[config.mk]
export PLATFORM = sky130hd
export DESIGN_NAME = weight_update_engine_flat
export DESIGN_NICKNAME = d
export VERILOG_FILES = /design/src/rtl/weight_update_engine_if.sv /design/src/rtl/weight_update_engine.sv /design/src/flat_wrapper.sv
export SDC_FILE = /design/constraint.sdc
export NUM_CORES = 1
export LEC_CHECK = 0
export ABC_CLOCK_PERIOD_IN_PS = 16219
export CAP_MARGIN = 20
export CORE_MARGIN = 1
export CORE_UTILIZATION = 47
export CTS_BUF_LIST = sky130_fd_sc_hd__clkbuf_4 sky130_fd_sc_hd__clkbuf_8
export DETAILED_ROUTE_END_ITERATION = 7
export GPL_TIMING_DRIVEN = 0
export MAX_ROUTING_LAYER = met4
export PLACE_DENSITY = 0.71
export SLEW_MARGIN = 30
export SYNTH_ARGS = -nofsm -noshare
export SYNTH_HDL_FRONTEND = slang
export SYNTH_SLANG_ARGS = --single-unit
[constraint.sdc]
create_clock -name clk_i -period 16.22 [get_ports clk_i]
set_input_delay 4.866 -clock clk_i [delete_from_list [all_inputs] [get_ports clk_i]]
set_output_delay 4.866 -clock clk_i [all_outputs]
set_load 0.005 [all_outputs]
[src/rtl/weight_update_engine_if.sv]
// Bus bundle for weight_update_engine: training inputs, weight preload/read port,
// delta/status outputs. master = driver side, slave = engine side.
interface weight_update_engine_if #(
   parameter int N_HID = 5,
   parameter int N_OUT = 3,
   parameter int W     = 10
);
   logic                 start;
   logic [N_OUT*W-1:0]   out_actual;
   logic [N_OUT*W-1:0]   out_cal;
   logic [N_HID*W-1:0]   hid_cal;
   logic                 wr_en;
   logic [7:0]           wr_addr;
   logic [W-1:0]         wr_data;
   logic [7:0]           rd_addr;
   logic [W-1:0]         rd_data;
   logic [N_OUT*W-1:0]   delta;
   logic                 busy;
   logic                 done;

   modport master (
      output start, out_actual, out_cal, hid_cal, wr_en, wr_addr, wr_data, rd_addr,
      input  rd_data, delta, busy, done
   );

   modport slave (
      input  start, out_actual, out_cal, hid_cal, wr_en, wr_addr, wr_data, rd_addr,
      output rd_data, delta, busy, done
   );
endinterface

[src/rtl/weight_update_engine.sv]
// Output-layer backprop engine: per-neuron sigmoid-derivative deltas, then w += delta*hid.
// Optional macro WEIGHT_SAT_EN saturates weight updates instead of wrapping.
module weight_update_engine #(
   parameter int N_HID    = 5,
   parameter int N_OUT    = 3,
   parameter int W        = 10,
   parameter int LR_SHIFT = 0
) (
   input  logic                    clk_i,
   input  logic                    rst_ni,
   weight_update_engine_if.slave   bus_io
);

   localparam int NW = N_OUT * N_HID;
   localparam int AW = (NW > 1) ? $clog2(NW) : 1;
   localparam int KW = (N_OUT > 1) ? $clog2(N_OUT) : 1;
   localparam int JW = (N_HID > 1) ? $clog2(N_HID) : 1;
   localparam int PW = 2*W + 3;
   localparam int QW = 2*W + 2;
   localparam logic signed [PW-1:0] DMAX = PW'(2**(W-1) - 1);
   localparam logic signed [PW-1:0] DMIN = PW'(-(2**(W-1)));
`ifdef WEIGHT_SAT_EN
   localparam logic signed [QW-1:0] WMAX = QW'(2**(W-1) - 1);
   localparam logic signed [QW-1:0] WMIN = QW'(-(2**(W-1)));
`endif

   typedef enum logic [1:0] {S_IDLE, S_DELTA, S_UPDATE, S_FIN} state_e;

   state_e                state_q, state_d;
   logic [N_OUT*W-1:0]    act_q, cal_q;
   logic [N_HID*W-1:0]    hid_q;
   logic signed [W-1:0]   delta_q [N_OUT];
   logic [W-1:0]          w_q [NW];
   logic [W-1:0]          rd_data_q;
   logic [KW-1:0]         k_q;
   logic [JW-1:0]         j_q;
   logic [AW-1:0]         i_q;
   logic                  busy, done;

   always_ff @(posedge clk_i or negedge rst_ni) begin
      if (!rst_ni) state_q <= S_IDLE;
      else         state_q <= state_d;
   end

   always_comb begin
      state_d = state_q;
      busy    = 1'b0;
      done    = 1'b0;
      case (state_q)
         S_IDLE:   if (bus_io.start) state_d = S_DELTA;
         S_DELTA: begin
            busy = 1'b1;
            if (k_q == KW'(N_OUT-1)) state_d = S_UPDATE;
         end
         S_UPDATE: begin
            busy = 1'b1;
            if (i_q == AW'(NW-1)) state_d = S_FIN;
         end
         S_FIN: begin
            done    = 1'b1;
            state_d = S_IDLE;
         end
         default:  state_d = S_IDLE;
      endcase
   end

   // Delta for neuron k_q from the captured sample
   logic [W-1:0]          act_k, cal_k;
   logic [W:0]            sp_comp, sp;
   logic [2*W:0]          sp_full;
   logic signed [W:0]     err;
   logic signed [PW-1:0]  dprod, dshr;
   logic signed [W-1:0]   delta_new;

   always_comb begin
      act_k     = act_q[k_q*W +: W];
      cal_k     = cal_q[k_q*W +: W];
      sp_comp   = {1'b1, {W{1'b0}}} - {1'b0, cal_k};
      sp_full   = {{W{1'b0}}, sp_comp} * {{(W+1){1'b0}}, cal_k};
      sp        = (W+1)'(sp_full >> W);
      err       = $signed({1'b0, act_k}) - $signed({1'b0, cal_k});
      dprod     = PW'(err) * PW'($signed({1'b0, sp}));
      dshr      = dprod >>> W;
      delta_new = W'(dshr);
      if (dshr > DMAX)      delta_new = {1'b0, {(W-1){1'b1}}};
      else if (dshr < DMIN) delta_new = {1'b1, {(W-1){1'b0}}};
   end

   // Weight update for entry i_q = k_q*N_HID + j_q
   logic signed [W-1:0]   delta_k;
   logic [W-1:0]          hid_j;
   logic signed [QW-1:0]  uprod, ushr, usum;
   logic [W-1:0]          w_new;

   always_comb begin
      delta_k = delta_q[k_q];
      hid_j   = hid_q[j_q*W +: W];
      uprod   = QW'(delta_k) * QW'($signed({1'b0, hid_j}));
      ushr    = uprod >>> (W + LR_SHIFT);
      usum    = QW'($signed(w_q[i_q])) + ushr;
      w_new   = W'(usum);
`ifdef WEIGHT_SAT_EN
      if (usum > WMAX)      w_new = {1'b0, {(W-1){1'b1}}};
      else if (usum < WMIN) w_new = {1'b1, {(W-1){1'b0}}};
`endif
   end

   always_ff @(posedge clk_i or negedge rst_ni) begin
      if (!rst_ni) begin
         act_q     <= '0;
         cal_q     <= '0;
         hid_q     <= '0;
         k_q       <= '0;
         j_q       <= '0;
         i_q       <= '0;
         rd_data_q <= '0;
         for (int unsigned n = 0; n < N_OUT; n++) delta_q[n] <= '0;
         for (int unsigned n = 0; n < NW; n++)    w_q[n]     <= '0;
      end else begin
         rd_data_q <= (bus_io.rd_addr < 8'(NW)) ? w_q[bus_io.rd_addr[AW-1:0]] : '0;
         case (state_q)
            S_IDLE: begin
               if (bus_io.wr_en && (bus_io.wr_addr < 8'(NW)))
                  w_q[bus_io.wr_addr[AW-1:0]] <= bus_io.wr_data;
               if (bus_io.start) begin
                  act_q <= bus_io.out_actual;
                  cal_q <= bus_io.out_cal;
                  hid_q <= bus_io.hid_cal;
                  k_q   <= '0;
                  j_q   <= '0;
                  i_q   <= '0;
               end
            end
            S_DELTA: begin
               delta_q[k_q] <= delta_new;
               k_q          <= (k_q == KW'(N_OUT-1)) ? '0 : k_q + KW'(1);
            end
            S_UPDATE: begin
               w_q[i_q] <= w_new;
               i_q      <= i_q + AW'(1);
               // k/j walk the row-major index without a divider
               if (j_q == JW'(N_HID-1)) begin
                  j_q <= '0;
                  k_q <= k_q + KW'(1);
               end else begin
                  j_q <= j_q + JW'(1);
               end
            end
            default: ;
         endcase
      end
   end

   logic [N_OUT*W-1:0] delta_pk;

   always_comb begin
      delta_pk = '0;
      for (int unsigned n = 0; n < N_OUT; n++) delta_pk[n*W +: W] = delta_q[n];
   end

   assign bus_io.delta   = delta_pk;
   assign bus_io.rd_data = rd_data_q;
   assign bus_io.busy    = busy;
   assign bus_io.done    = done;

endmodule

[src/flat_wrapper.sv]
// flat-port wrapper written by rule: the top's interface ports become plain ports
module weight_update_engine_flat 
#(
   parameter int N_HID    = 5,
   parameter int N_OUT    = 3,
   parameter int W        = 10,
   parameter int LR_SHIFT = 0
)
  (clk_i, rst_ni, bus_io_start, bus_io_out_actual, bus_io_out_cal, bus_io_hid_cal, bus_io_wr_en, bus_io_wr_addr, bus_io_wr_data, bus_io_rd_addr, bus_io_rd_data, bus_io_delta, bus_io_busy, bus_io_done);
  weight_update_engine_if #(.N_HID(N_HID), .N_OUT(N_OUT), .W(W)) bus_io_i ();
  input  logic clk_i;
  input  logic rst_ni;
  input wire logic [$bits(bus_io_i.start)-1:0] bus_io_start;
  input wire logic [$bits(bus_io_i.out_actual)-1:0] bus_io_out_actual;
  input wire logic [$bits(bus_io_i.out_cal)-1:0] bus_io_out_cal;
  input wire logic [$bits(bus_io_i.hid_cal)-1:0] bus_io_hid_cal;
  input wire logic [$bits(bus_io_i.wr_en)-1:0] bus_io_wr_en;
  input wire logic [$bits(bus_io_i.wr_addr)-1:0] bus_io_wr_addr;
  input wire logic [$bits(bus_io_i.wr_data)-1:0] bus_io_wr_data;
  input wire logic [$bits(bus_io_i.rd_addr)-1:0] bus_io_rd_addr;
  output wire logic [$bits(bus_io_i.rd_data)-1:0] bus_io_rd_data;
  output wire logic [$bits(bus_io_i.delta)-1:0] bus_io_delta;
  output wire logic [$bits(bus_io_i.busy)-1:0] bus_io_busy;
  output wire logic [$bits(bus_io_i.done)-1:0] bus_io_done;
  assign bus_io_i.start = bus_io_start;
  assign bus_io_i.out_actual = bus_io_out_actual;
  assign bus_io_i.out_cal = bus_io_out_cal;
  assign bus_io_i.hid_cal = bus_io_hid_cal;
  assign bus_io_i.wr_en = bus_io_wr_en;
  assign bus_io_i.wr_addr = bus_io_wr_addr;
  assign bus_io_i.wr_data = bus_io_wr_data;
  assign bus_io_i.rd_addr = bus_io_rd_addr;
  assign bus_io_rd_data = bus_io_i.rd_data;
  assign bus_io_delta = bus_io_i.delta;
  assign bus_io_busy = bus_io_i.busy;
  assign bus_io_done = bus_io_i.done;
  weight_update_engine #(.N_HID(N_HID), .N_OUT(N_OUT), .W(W), .LR_SHIFT(LR_SHIFT)) u_core (.clk_i(clk_i), .rst_ni(rst_ni), .bus_io(bus_io_i));
endmodule
==> impl_metrics.py <==
metrics = {
    "timing": {
        "hold_violations": 0,
        "min_period_ns": 14.50,
        "drv_slew": 0,
        "rsz0062_at_grt": "no",
        "worst_slack_ns": 1.72,
        "setup-violations-final": 0,
        "relSlewSlack_pct": 25.9,
        "finalCritPeriodShare_pct": 89.4,
        "fmax_mhz": 69.0,
        "worstMarginPinSlew_ns": 1.10,
        "fin_worst_skew_ns": 0.0858,
    },
    "die": {
        "dieArea_um2": 60800,
        "pin_count": 182,
        "design.core.area_um2": 59000,
        "die_h_um": 247,
        "fp-row-count": 89,
        "die_x_um": 247,
        "initial_utilization_pct": 47.6,
    },
    "drt": {
        "routedWlPerCell_um": 22.7,
        "drt_iter0_drc": 2572,
        "final_antenna_net_count": 0,
        "finalWirelength_um": 89700,
        "viasPerCell": 6.05,
        "firstDrtPassIters": 8,
        "drc": 1,
        "routed-via-count": 23900,
    },
    "synthesis": {
        "synth_area_leaders": "dfrtp_1, fa_1, ha_1",
        "yosysSeqAreaShare_pct": 27.7,
        "synth_top_flop_cell": "dfrtp_1",
        "ys_types": 76,
        "async_flop_share_pct": 100,
        "synth_most_common_cell": "nand2_1",
        "yosys.area.top_type": "dfrtp_1",
        "postSynthCellCount": 2898,
        "synth.avg_cell_area_um2": 9.70,
        "synth_top_area_share_pct": 27.7,
        "netlist_area_um2": 28100,
        "synth-edff-count": 0,
        "synthTopCellsByCount": "nand2_1, dfrtp_1, inv_1",
        "ys_ff_latch": 311,
        "yosys_warnings": 0,
    },
    "clock_tree": {
        "cts_root_buf": "clkbuf_8",
        "post-cts-setup-buffer-count": 0,
        "post_cts_resized": 0,
        "cts_buffer_depth": 3,
        "cts_tree": "built",
        "clock_latency_ns": 0.71,
        "cts_sinks": 311,
        "cts_made_buffers": 55,
        "htree_levels": 2,
        "cts_hold_buffers": 0,
        "clk_pin_slew_ns": 0.05,
    },
    "placed_design": {
        "portBuffers": 177,
        "gp_congestion": 1.07,
        "place_hpwl_um": 69200,
        "dp_slack_ns": 1.82,
    },
    "worst_setup_path": {
        "cp.required_ns": 16.71,
        "cp_slowest_stage_delay_ns": 0.58,
        "end_kind": "flip-flop",
        "arrival_ns": 14.98,
        "startpoint_type": "flip-flop",
        "crit_slowest_cell": "nor4_1",
        "setup.worst_path.class": "flip-flop to flip-flop",
        "critPathMostFrequentCell": "fa_1",
        "crit_path_max_fanout": 11,
    },
    "finish": {
        "n_fill_cell": 5319,
        "final_nets": 3718,
        "syn_to_final_growth_pct": 14.6,
        "final_layout_size_suffix_gt1_share_pct": 10.8,
        "antennaDiodeCount": 0,
        "postLayoutCoreUtil_pct": 54.6,
    },
    "status": {
        "status": "complete, but fails checks",
        "violations": "DRC",
    },
    "grt": {
        "grt_start_max_net_pins": 82,
        "antenna_found_initial": 1,
        "grt_overflow": 0,
        "groute.usage.overall_pct": 30.6,
        "grt_pass1_wl_um": 138000,
        "first_global_vias": 23700,
    },
    "job": {
        "drv_cap": 0,
    },
    "worst_hold_path": {
        "hold_path_class": "flip-flop to flip-flop",
    },
}
## critical path: cells and delay by family (launching register included)
kind            cells  cell delay, ns
mux                 1            0.13
flops               1            0.37
compound gates     13            3.41
simple gates        6            1.36
xor+xnor            2            0.38
buf+inv            15            2.46
fa+ha+maj          14            6.23
## cell usage in the layout, fill, tap and decap left out, drive strengths merged, types with 7 or more instances in the layout
master,Yosys,layout
a211oi,7,7
a21o,20,20
a21oi,99,99
a22o,9,9
a22oi,36,36
a31oi,47,47
a32oi,19,19
and2,21,21
and3,23,23
buf,39,41
clkbuf,112,196
clkdlybuf4s50,0,176
clkinv,2,10
conb,2,8
dfrtp,311,311
fa,212,212
ha,224,224
inv,261,265
mux2,118,118
mux2i,60,60
mux4,82,82
nand2,321,321
nand2b,51,51
nand3,45,45
nand4,10,10
nor2,252,252
nor2b,57,57
nor3,27,27
o211ai,7,7
o21a,9,9
o21ai,230,230
o21bai,7,7
o22a,52,52
o31ai,7,7
or2,8,8
xnor2,30,30
xor2,17,17
## logic make-up (layout without fill, tap and decap cells)
group	count (synthesis)	after routing	share of synthesized area, %
fa+ha+maj	436	436	25.1
mux	260	260	13.4
xor+xnor	47	47	1.46
flops	311	311	27.7
compound gates	586	586	13.2
other cells	2	8	0.0267
buf+inv	414	692	5.63
simple gates	842	842	13.5
## state kept, by name (all words and copies together) (netlist names)
register               cells
u_core.cal_q              30
u_core.bus_io.delta       30
u_core.j_q                 3
u_core.state_q             2
u_core.hid_q              50
u_core.k_q                 2
u_core.i_q                 4
u_core.bus_io.rd_data     10
u_core.w_q               150
u_core.act_q              30
## per-layer routing
layer	track usage, %	wire length, um	up-vias
met3	8.45	10800	289
met1	40.7	36400	11700
met4	11.7	3970	0
met5	-	0	-
li1	-	-	10500
met2	44.2	38600	1390
## per-stage QoR
step | hold WS, ns | cells | setup TNS [ns] | area [um2]
2_1_floorplan | 0.461 | 2904 | 0 | 28100
3_3_place_gp | 0.476 | 3854 | -1155.62 | 30900
3_5_place_dp | 0.486 | 3858 | 0 | 31000
4_1_cts | 0.499 | 3955 | 0 | 32200
5_1_grt | 0.511 | 3955 | 0 | 32200
6_report | 0.499 | 3955 | 0 | 32200
## cell type report
cell class / instances / area, um2 / share of cell area (%)
clock inverter: 16 / 175 / 0.543
tap: 773 / 967 / 3.00
timing repair buffer: 181 / 1890 / 5.85
clock buffer: 81 / 1040 / 3.23
buffer: 151 / 604 / 1.87
sequential: 311 / 7780 / 24.1
inverter: 263 / 987 / 3.06
multi-input combinational: 2179 / 18800 / 58.3
## final timing paths
kind	start	to	slack, ns	cells after the start
hold reg to reg	u_core.hid_q[13]	u_core.hid_q[13]	0.50	1
min in group asynchronous	rst_ni	u_core.w_q[109]	4.12	1
setup / recovery	u_core.k_q[0]	u_core.bus_io.delta[2]	1.72	51
hold / removal	u_core.hid_q[13]	u_core.hid_q[13]	0.50	1
setup reg to reg	u_core.k_q[0]	u_core.bus_io.delta[2]	1.72	51
max in group asynchronous	rst_ni	u_core.hid_q[3]	10.96	3
Power is left out: the tool's default activity adds up to more than one toggle a clock period on the data nets, which glitch-free logic cannot reach.
